### config.mk
export PLATFORM = sky130hd
export DESIGN_NAME = zot_seq_driver
export DESIGN_NICKNAME = d
export VERILOG_FILES = /design/src/rtl/zot_pkg.sv /design/src/rtl/zot_decode.sv /design/src/rtl/zot_seq_driver.sv
export SDC_FILE = /design/constraint.sdc
export NUM_CORES = 1
export LEC_CHECK = 0
export BUFFER_PORTS_ARGS = -buffer_cell sky130_fd_sc_hd__buf_2
export CORE_MARGIN = 2
export CORE_UTILIZATION = 56
export CTS_BUF_LIST = sky130_fd_sc_hd__clkbuf_16
export DETAILED_ROUTE_END_ITERATION = 8
export PLACE_DENSITY = 0.89
export RECOVER_POWER = 100
export SKIP_CTS_REPAIR_TIMING = 1
export SLEW_MARGIN = 30
export SYNTH_ARGS = -nofsm -noshare
export SYNTH_HDL_FRONTEND = slang
export SYNTH_SLANG_ARGS = --single-unit
### constraint.sdc
create_clock -name clk -period 2.7 [get_ports clk]
set_input_delay 0.27 -clock clk [delete_from_list [all_inputs] [get_ports clk]]
set_output_delay 0.27 -clock clk [all_outputs]
set_load 0.01 [all_outputs]
### src/rtl/zot_pkg.sv
`default_nettype none
// ============================================================================
// Module      : zot_pkg
// Description : Shared encodings for the zot controller and its sequencer:
//               zot state codes, error codes and the driver state type.
// Revision    : 1.0 - initial release
// ============================================================================
package zot_pkg;

    // Controller state as presented on the zot bus
    localparam logic [2:0] ZOT_S0 = 3'b000;
    localparam logic [2:0] ZOT_S1 = 3'b101;
    localparam logic [2:0] ZOT_S2 = 3'b111;
    localparam logic [2:0] ZOT_S3 = 3'b001;

    // Error codes reported on err_code
    localparam logic [1:0] ERR_NONE    = 2'd0;
    localparam logic [1:0] ERR_TIMEOUT = 2'd1;
    localparam logic [1:0] ERR_SEQ     = 2'd2;
    localparam logic [1:0] ERR_ILLEGAL = 2'd3;

    // Driver sequencing states
    typedef enum logic [2:0] {
        ST_IDLE    = 3'd0,
        ST_LAUNCH  = 3'd1,
        ST_EXPECT2 = 3'd2,
        ST_HOLD    = 3'd3,
        ST_EXPECT0 = 3'd4
    } drv_state_e;

endpackage
`default_nettype wire

### src/rtl/zot_decode.sv
`default_nettype none
// ============================================================================
// Module      : zot_decode
// Description : Combinational classifier for the zot bus. Flags each legal
//               state code and whether the value is legal at all.
// Revision    : 1.0 - initial release
// ============================================================================
module zot_decode
    import zot_pkg::*;
(
    input  logic [2:0] i_zot,
    output logic       o_legal,
    output logic       o_is_s0,
    output logic       o_is_s1,
    output logic       o_is_s2,
    output logic       o_is_s3
);

    // Match the four legal encodings; anything else is illegal
    always_comb begin
        o_is_s0 = (i_zot == ZOT_S0);
        o_is_s1 = (i_zot == ZOT_S1);
        o_is_s2 = (i_zot == ZOT_S2);
        o_is_s3 = (i_zot == ZOT_S3);
        o_legal = o_is_s0 | o_is_s1 | o_is_s2 | o_is_s3;
    end

endmodule
`default_nettype wire

### src/rtl/zot_seq_driver.sv
`default_nettype none
// ============================================================================
// Module      : zot_seq_driver
// Description : Initiator-side sequencer for the zot controller. Accepts a
//               run command, drives start/skip3/wait3, checks the returned
//               zot sequence and reports done or err per run.
// Revision    : 1.0 - initial release
// ============================================================================
module zot_seq_driver
    import zot_pkg::*;
#(
    parameter int WAIT_W  = 8,
    parameter int TIMEOUT = 16
) (
    input  logic              clk,
    input  logic              reset,
    input  logic              cmd_valid,
    output logic              cmd_ready,
    input  logic              cmd_skip,
    input  logic [WAIT_W-1:0] cmd_wait_len,
    output logic              start,
    output logic              skip3,
    output logic              wait3,
    input  logic [2:0]        zot,
    output logic              busy,
    output logic              done,
    output logic              err,
    output logic [1:0]        err_code,
    output logic [15:0]       run_count
);

    localparam int              TO_W    = $clog2(TIMEOUT + 1);
    localparam logic [TO_W-1:0] TO_LAST = TO_W'(TIMEOUT - 1);

    drv_state_e        state_q, state_d;
    logic              skip_q, skip_d;
    logic [WAIT_W-1:0] wait_len_q, wait_len_d;
    logic [WAIT_W-1:0] cnt_q, cnt_d;
    logic [TO_W-1:0]   to_cnt_q, to_cnt_d;
    logic              done_q, done_d;
    logic              err_q, err_d;
    logic [1:0]        err_code_q, err_code_d;
    logic [15:0]       run_count_q, run_count_d;

    logic w_legal, w_is_s0, w_is_s1, w_is_s2, w_is_s3;

    zot_decode u_decode (
        .i_zot   (zot),
        .o_legal (w_legal),
        .o_is_s0 (w_is_s0),
        .o_is_s1 (w_is_s1),
        .o_is_s2 (w_is_s2),
        .o_is_s3 (w_is_s3)
    );

    // State register and status flops; reset aborts any run with no report
    always_ff @(posedge clk or posedge reset) begin
        if (reset) begin
            state_q     <= ST_IDLE;
            skip_q      <= 1'b0;
            wait_len_q  <= '0;
            cnt_q       <= '0;
            to_cnt_q    <= '0;
            done_q      <= 1'b0;
            err_q       <= 1'b0;
            err_code_q  <= ERR_NONE;
            run_count_q <= '0;
        end else begin
            state_q     <= state_d;
            skip_q      <= skip_d;
            wait_len_q  <= wait_len_d;
            cnt_q       <= cnt_d;
            to_cnt_q    <= to_cnt_d;
            done_q      <= done_d;
            err_q       <= err_d;
            err_code_q  <= err_code_d;
            run_count_q <= run_count_d;
        end
    end

    // Next-state logic, zot checking and state-decoded controller drives
    always_comb begin
        state_d     = state_q;
        skip_d      = skip_q;
        wait_len_d  = wait_len_q;
        cnt_d       = cnt_q;
        to_cnt_d    = to_cnt_q;
        done_d      = 1'b0;
        err_d       = 1'b0;
        err_code_d  = err_code_q;
        run_count_d = run_count_q;

        // Drives depend only on the current state, so any error drops them
        // on the same edge that returns the driver to IDLE.
        cmd_ready = (state_q == ST_IDLE) && !reset;
        busy      = (state_q != ST_IDLE);
        start     = (state_q == ST_LAUNCH);
        skip3     = (state_q == ST_EXPECT2) && skip_q;
        wait3     = (state_q == ST_HOLD) && (cnt_q != '0);

        if (state_q != ST_IDLE && !w_legal) begin
            // An unknown code outranks any sequence check
            state_d    = ST_IDLE;
            err_d      = 1'b1;
            err_code_d = ERR_ILLEGAL;
        end else begin
            case (state_q)
                ST_IDLE: begin
                    if (cmd_valid && cmd_ready) begin
                        skip_d     = cmd_skip;
                        wait_len_d = cmd_wait_len;
                        to_cnt_d   = '0;
                        state_d    = ST_LAUNCH;
                    end
                end
                ST_LAUNCH: begin
                    if (w_is_s1) begin
                        state_d = ST_EXPECT2;
                    end else if (!w_is_s0) begin
                        state_d    = ST_IDLE;
                        err_d      = 1'b1;
                        err_code_d = ERR_SEQ;
                    end else if (to_cnt_q == TO_LAST) begin
                        // This is the TIMEOUT-th LAUNCH cycle still at S0
                        state_d    = ST_IDLE;
                        err_d      = 1'b1;
                        err_code_d = ERR_TIMEOUT;
                    end else begin
                        to_cnt_d = to_cnt_q + 1'b1;
                    end
                end
                ST_EXPECT2: begin
                    if (!w_is_s2) begin
                        state_d    = ST_IDLE;
                        err_d      = 1'b1;
                        err_code_d = ERR_SEQ;
                    end else if (skip_q) begin
                        state_d = ST_EXPECT0;
                    end else begin
                        cnt_d   = wait_len_q;
                        state_d = ST_HOLD;
                    end
                end
                ST_HOLD: begin
                    if (!w_is_s3) begin
                        state_d    = ST_IDLE;
                        err_d      = 1'b1;
                        err_code_d = ERR_SEQ;
                    end else if (cnt_q != '0) begin
                        cnt_d = cnt_q - 1'b1;
                    end else begin
                        state_d = ST_EXPECT0;
                    end
                end
                ST_EXPECT0: begin
                    state_d = ST_IDLE;
                    if (w_is_s0) begin
                        done_d      = 1'b1;
                        run_count_d = run_count_q + 1'b1;
                    end else begin
                        err_d      = 1'b1;
                        err_code_d = ERR_SEQ;
                    end
                end
                default: begin
                    state_d = ST_IDLE;
                end
            endcase
        end
    end

    assign done      = done_q;
    assign err       = err_q;
    assign err_code  = err_code_q;
    assign run_count = run_count_q;

endmodule
`default_nettype wire

==> results.py <==
metrics = {
    "pwr": {
        "power_switching_uw": 421.6,
        "switching_share": 0.2660,
        "p_int_uw": 1163,
        "power.density_cell_area_mw_per_mm2": 580.1,
        "irDropWorstVdd_uv": 367.7,
        "share_seq_of_total_power": 0.482,
        "power_frac_clock": 0.400,
        "lkg_pwr_uw": 0.001190,
        "power_uw": 1585,
        "power.share.combinational": 0.118,
    },
    "sta": {
        "final_max_slew_viol_count": 0,
        "hold_viol": 0,
        "max_freq_mhz": 409.7,
        "timing.setup.tns_ns": 0,
        "setup_viol": 0,
        "maxSlewHeadroom": 0.1077,
        "setup_repair_after_global_routing_missed_its_margin": "no",
        "setup_ws_ns": 0.2591,
        "fin_skew_ns": 0.004120,
        "fin_crit_ns": 2.441,
        "timing.final.crit_share": 0.9040,
        "max_slew.worst_pin.slew_ns": 1.339,
        "holdWs_ns": 0.02983,
    },
    "layout": {
        "filler_cell_count": 339,
        "ff_latch_area_sq_mm": 0.001126,
        "postLayoutCoreUtil": 0.6687,
        "num-nets-final": 291,
        "final_layout_size_suffix_gt1_frac": 0.1434,
        "area_delta_synth_final_pct": 12.35,
        "multiInputGateArea_sq_mm": 0.001189,
        "antenna-diode-count": 0,
    },
    "worst_setup_path": {
        "timing.critical_path.mode_cell": "or4_1",
        "crit_path_leading_delay_family": "simple AND/OR/NAND/NOR gates",
        "critical_path_class": "flop to flop",
        "worst_ep_arrival_time_ns": 2.62,
        "crit_path_max_fanout": 9,
        "rr_startpoint": "cnt_q[3]",
        "reg2reg_setup_slack_ns": 0.26,
        "critPathSlowestCell": "or4_1",
        "critical_path_required_ns": 2.88,
        "slowest_delay_ns": 0.66,
        "rr_worst_depth": 4,
        "regToRegEndpoint": "cnt_q[1]",
        "critical_path_depth": 4,
        "worst-path-buf-inv": 0,
        "start_kind": "flop",
        "critical_path.cell_chain": "or4_1 > or4_1 > nand2_1 > mux2_4",
        "worst_setup_path_end_kind": "flop",
    },
    "yosys": {
        "ys_seq_elements": 45,
        "mappedNetlistArea_sq_mm": 0.002432,
        "number_of_flops_mapped_to_enable_cells_by_yosys": 0,
        "async_reset_ff_frac": 1.000,
        "synthesis.instances": 237,
        "synth.yosys.seq_area_share": 0.4630,
        "dominantRegCellSynth": "dfrtp_1",
        "postSynthNetCount": 257,
        "syn_area_per_cell_sq_um": 10.26,
        "yosys_warnings": 0,
        "post_synth_num_cell_types": 49,
    },
    "clock_network": {
        "tritoncts": "yes",
        "clock_root_buffer": "clkbuf_16",
        "clock_latency_of_the_later_clocked_register_in_the_worst_skew_pair_ns": 0.29,
        "ctsHtreeMaxLevel": 2,
        "num_cts_buffers": 5,
        "cts.sinks": 45,
        "max-clock-path-buffers": 2,
        "cts.clk_slew.worst_paths_ns": 0.07,
    },
    "outcome": {
        "run_status": "finished, final reports clean",
    },
    "global_routing": {
        "total_routing_usage_reported_by_global_routing": 0.2351,
        "antenna_found_initial": 0,
        "grt_max_degree": 26,
        "grt_pass1_vias": 1969,
        "gr-total-overflow": 0,
        "grt_pass1_wl_mm": 9.204,
    },
    "place": {
        "dp_hpwl_mm": 3.645,
        "place_congestion": 0.8729,
        "placement.io_buffers": 39,
        "detailedPlace.worstSlack_ns": 0.3432,
    },
    "routing": {
        "drt_first_iter_violations": 178,
        "avgViaCountPerCell": 6.106,
        "dr_total_vias": 1966,
        "met3WireLength_um": 250,
        "detailed_routing_iterations_pass_1": 4,
        "routedWlPerCell_um": 16.32,
        "met1Wirelength_mm": 2.212,
        "antenna_violating_nets_post_route": 0,
        "top_signal_layer_used": "met4",
        "routed-wl-met2_mm": 2.681,
        "routed_wl_mm": 5.254,
        "drt_drc_violations_left": 0,
    },
    "floorplan": {
        "fp.dieH_um": 69.91,
        "die_w_um": 69.91,
        "placement_rows": 23,
        "ios": 40,
        "initial_core_util": 0.5952,
        "area_of_the_core_sq_mm": 0.004086,
        "area_of_the_die_sq_mm": 0.004887,
    },
    "flow_run": {
        "max_cap_violations": 0,
    },
    "hold_path": {
        "worstHoldPathType": "input port to asynchronous set/reset pin",
    },
}
## logic make-up (layout without fill, tap and decap cells)
kind of cell,after synthesis,count (layout),share of synthesized area
simple gates,93,93,0.2284
compound gates,44,44,0.1245
xor+xnor,15,15,0.05401
fa+ha+maj,5,5,0.02572
mux,14,14,0.06584
buf+inv,21,56,0.03858
flops,45,45,0.4630
## worst max path at each step
stage	endpoint	startpoint	slack (ns)
6_report	cnt_q[1]	cnt_q[3]	0.26
5_1_grt	cnt_q[1]	cnt_q[3]	0.16
4_1_cts	to_cnt_q[3]	to_cnt_q[0]	0.36
3_5_place_dp	to_cnt_q[3]	to_cnt_q[0]	0.34
3_3_place_gp	to_cnt_q[3]	to_cnt_q[0]	0.51
2_1_floorplan	to_cnt_q[3]	to_cnt_q[0]	0.60
## registers in the layout, summed over array words and instances, names as in the netlist
register    flops
err_code        2
err             1
to_cnt_q        5
run_count      16
done            1
state_q         3
skip_q          1
cnt_q           8
wait_len_q      8
## Yosys cell counts, types with 4 or more instances
| library cell | count | area share |
|---|---|---|
| nand2b_1 | 6 | 0.015 |
| inv_1 | 7 | 0.011 |
| o2bb2ai_1 | 6 | 0.022 |
| xnor2_1 | 8 | 0.029 |
| nor3b_1 | 4 | 0.012 |
| nand3_1 | 11 | 0.023 |
| xor2_1 | 7 | 0.025 |
| a21oi_1 | 7 | 0.014 |
| o31ai_1 | 4 | 0.012 |
| nand4_1 | 6 | 0.015 |
| clkbuf_1 | 12 | 0.019 |
| o21ai_0 | 10 | 0.021 |
| ha_1 | 5 | 0.026 |
| dfrtp_1 | 45 | 0.46 |
| nor2b_1 | 6 | 0.015 |
| mux2_2 | 12 | 0.056 |
| nor3_1 | 7 | 0.014 |
| nor2_1 | 13 | 0.020 |
| nand2_1 | 12 | 0.019 |
## power groups by stage
stage	sequential, uW	combinational [uW]	clock, uW
detailed placement	775	192	0
global placement	771	184	0
CTS	763	195	645
floorplan	763	142	0
finish	764	187	634
global route	770	208	675
## worst register-to-register path, delay by kind of cell (launching register included)
family | cells | cell delay [ns]
DFF | 1 | 0.43
muxes | 1 | 0.32
and+or+nand+nor | 3 | 1.58
## layout make-up
cell class                      count  area share
Inverter                            7    0.009615
Sequential cell                    45      0.4121
Multi-Input combinational cell    171      0.4350
Clock inverter                      3     0.01053
Clock buffer                        5     0.04579
Tap cell                           50     0.02289
Timing Repair Buffer               41     0.06410
## metal layers
layer | track usage | up-vias
met5 | 0 | -
met4 | 0.08333 | 0
met3 | 0.05916 | 12
met2 | 0.3926 | 54
met1 | 0.2974 | 970
li1 | - | 930
## metrics by stage
stage | cell area (sq um) | instances
2_1_floorplan | 2432 | 237
3_3_place_gp | 2638 | 314
3_5_place_dp | 2638 | 314
4_1_cts | 2791 | 322
5_1_grt | 2733 | 322
6_report | 2733 | 322
## layout by cell type (no fill, tap or decap), types with 8 or more instances in the layout
cell type / count
buf_2: 14
clkbuf_1: 26
dfrtp_1: 45
mux2_2: 12
nand2_1: 13
nand3_1: 11
nor2_1: 13
o21ai_0: 10
xnor2_1: 8
Note: power is estimated with default switching activity, not from simulation.
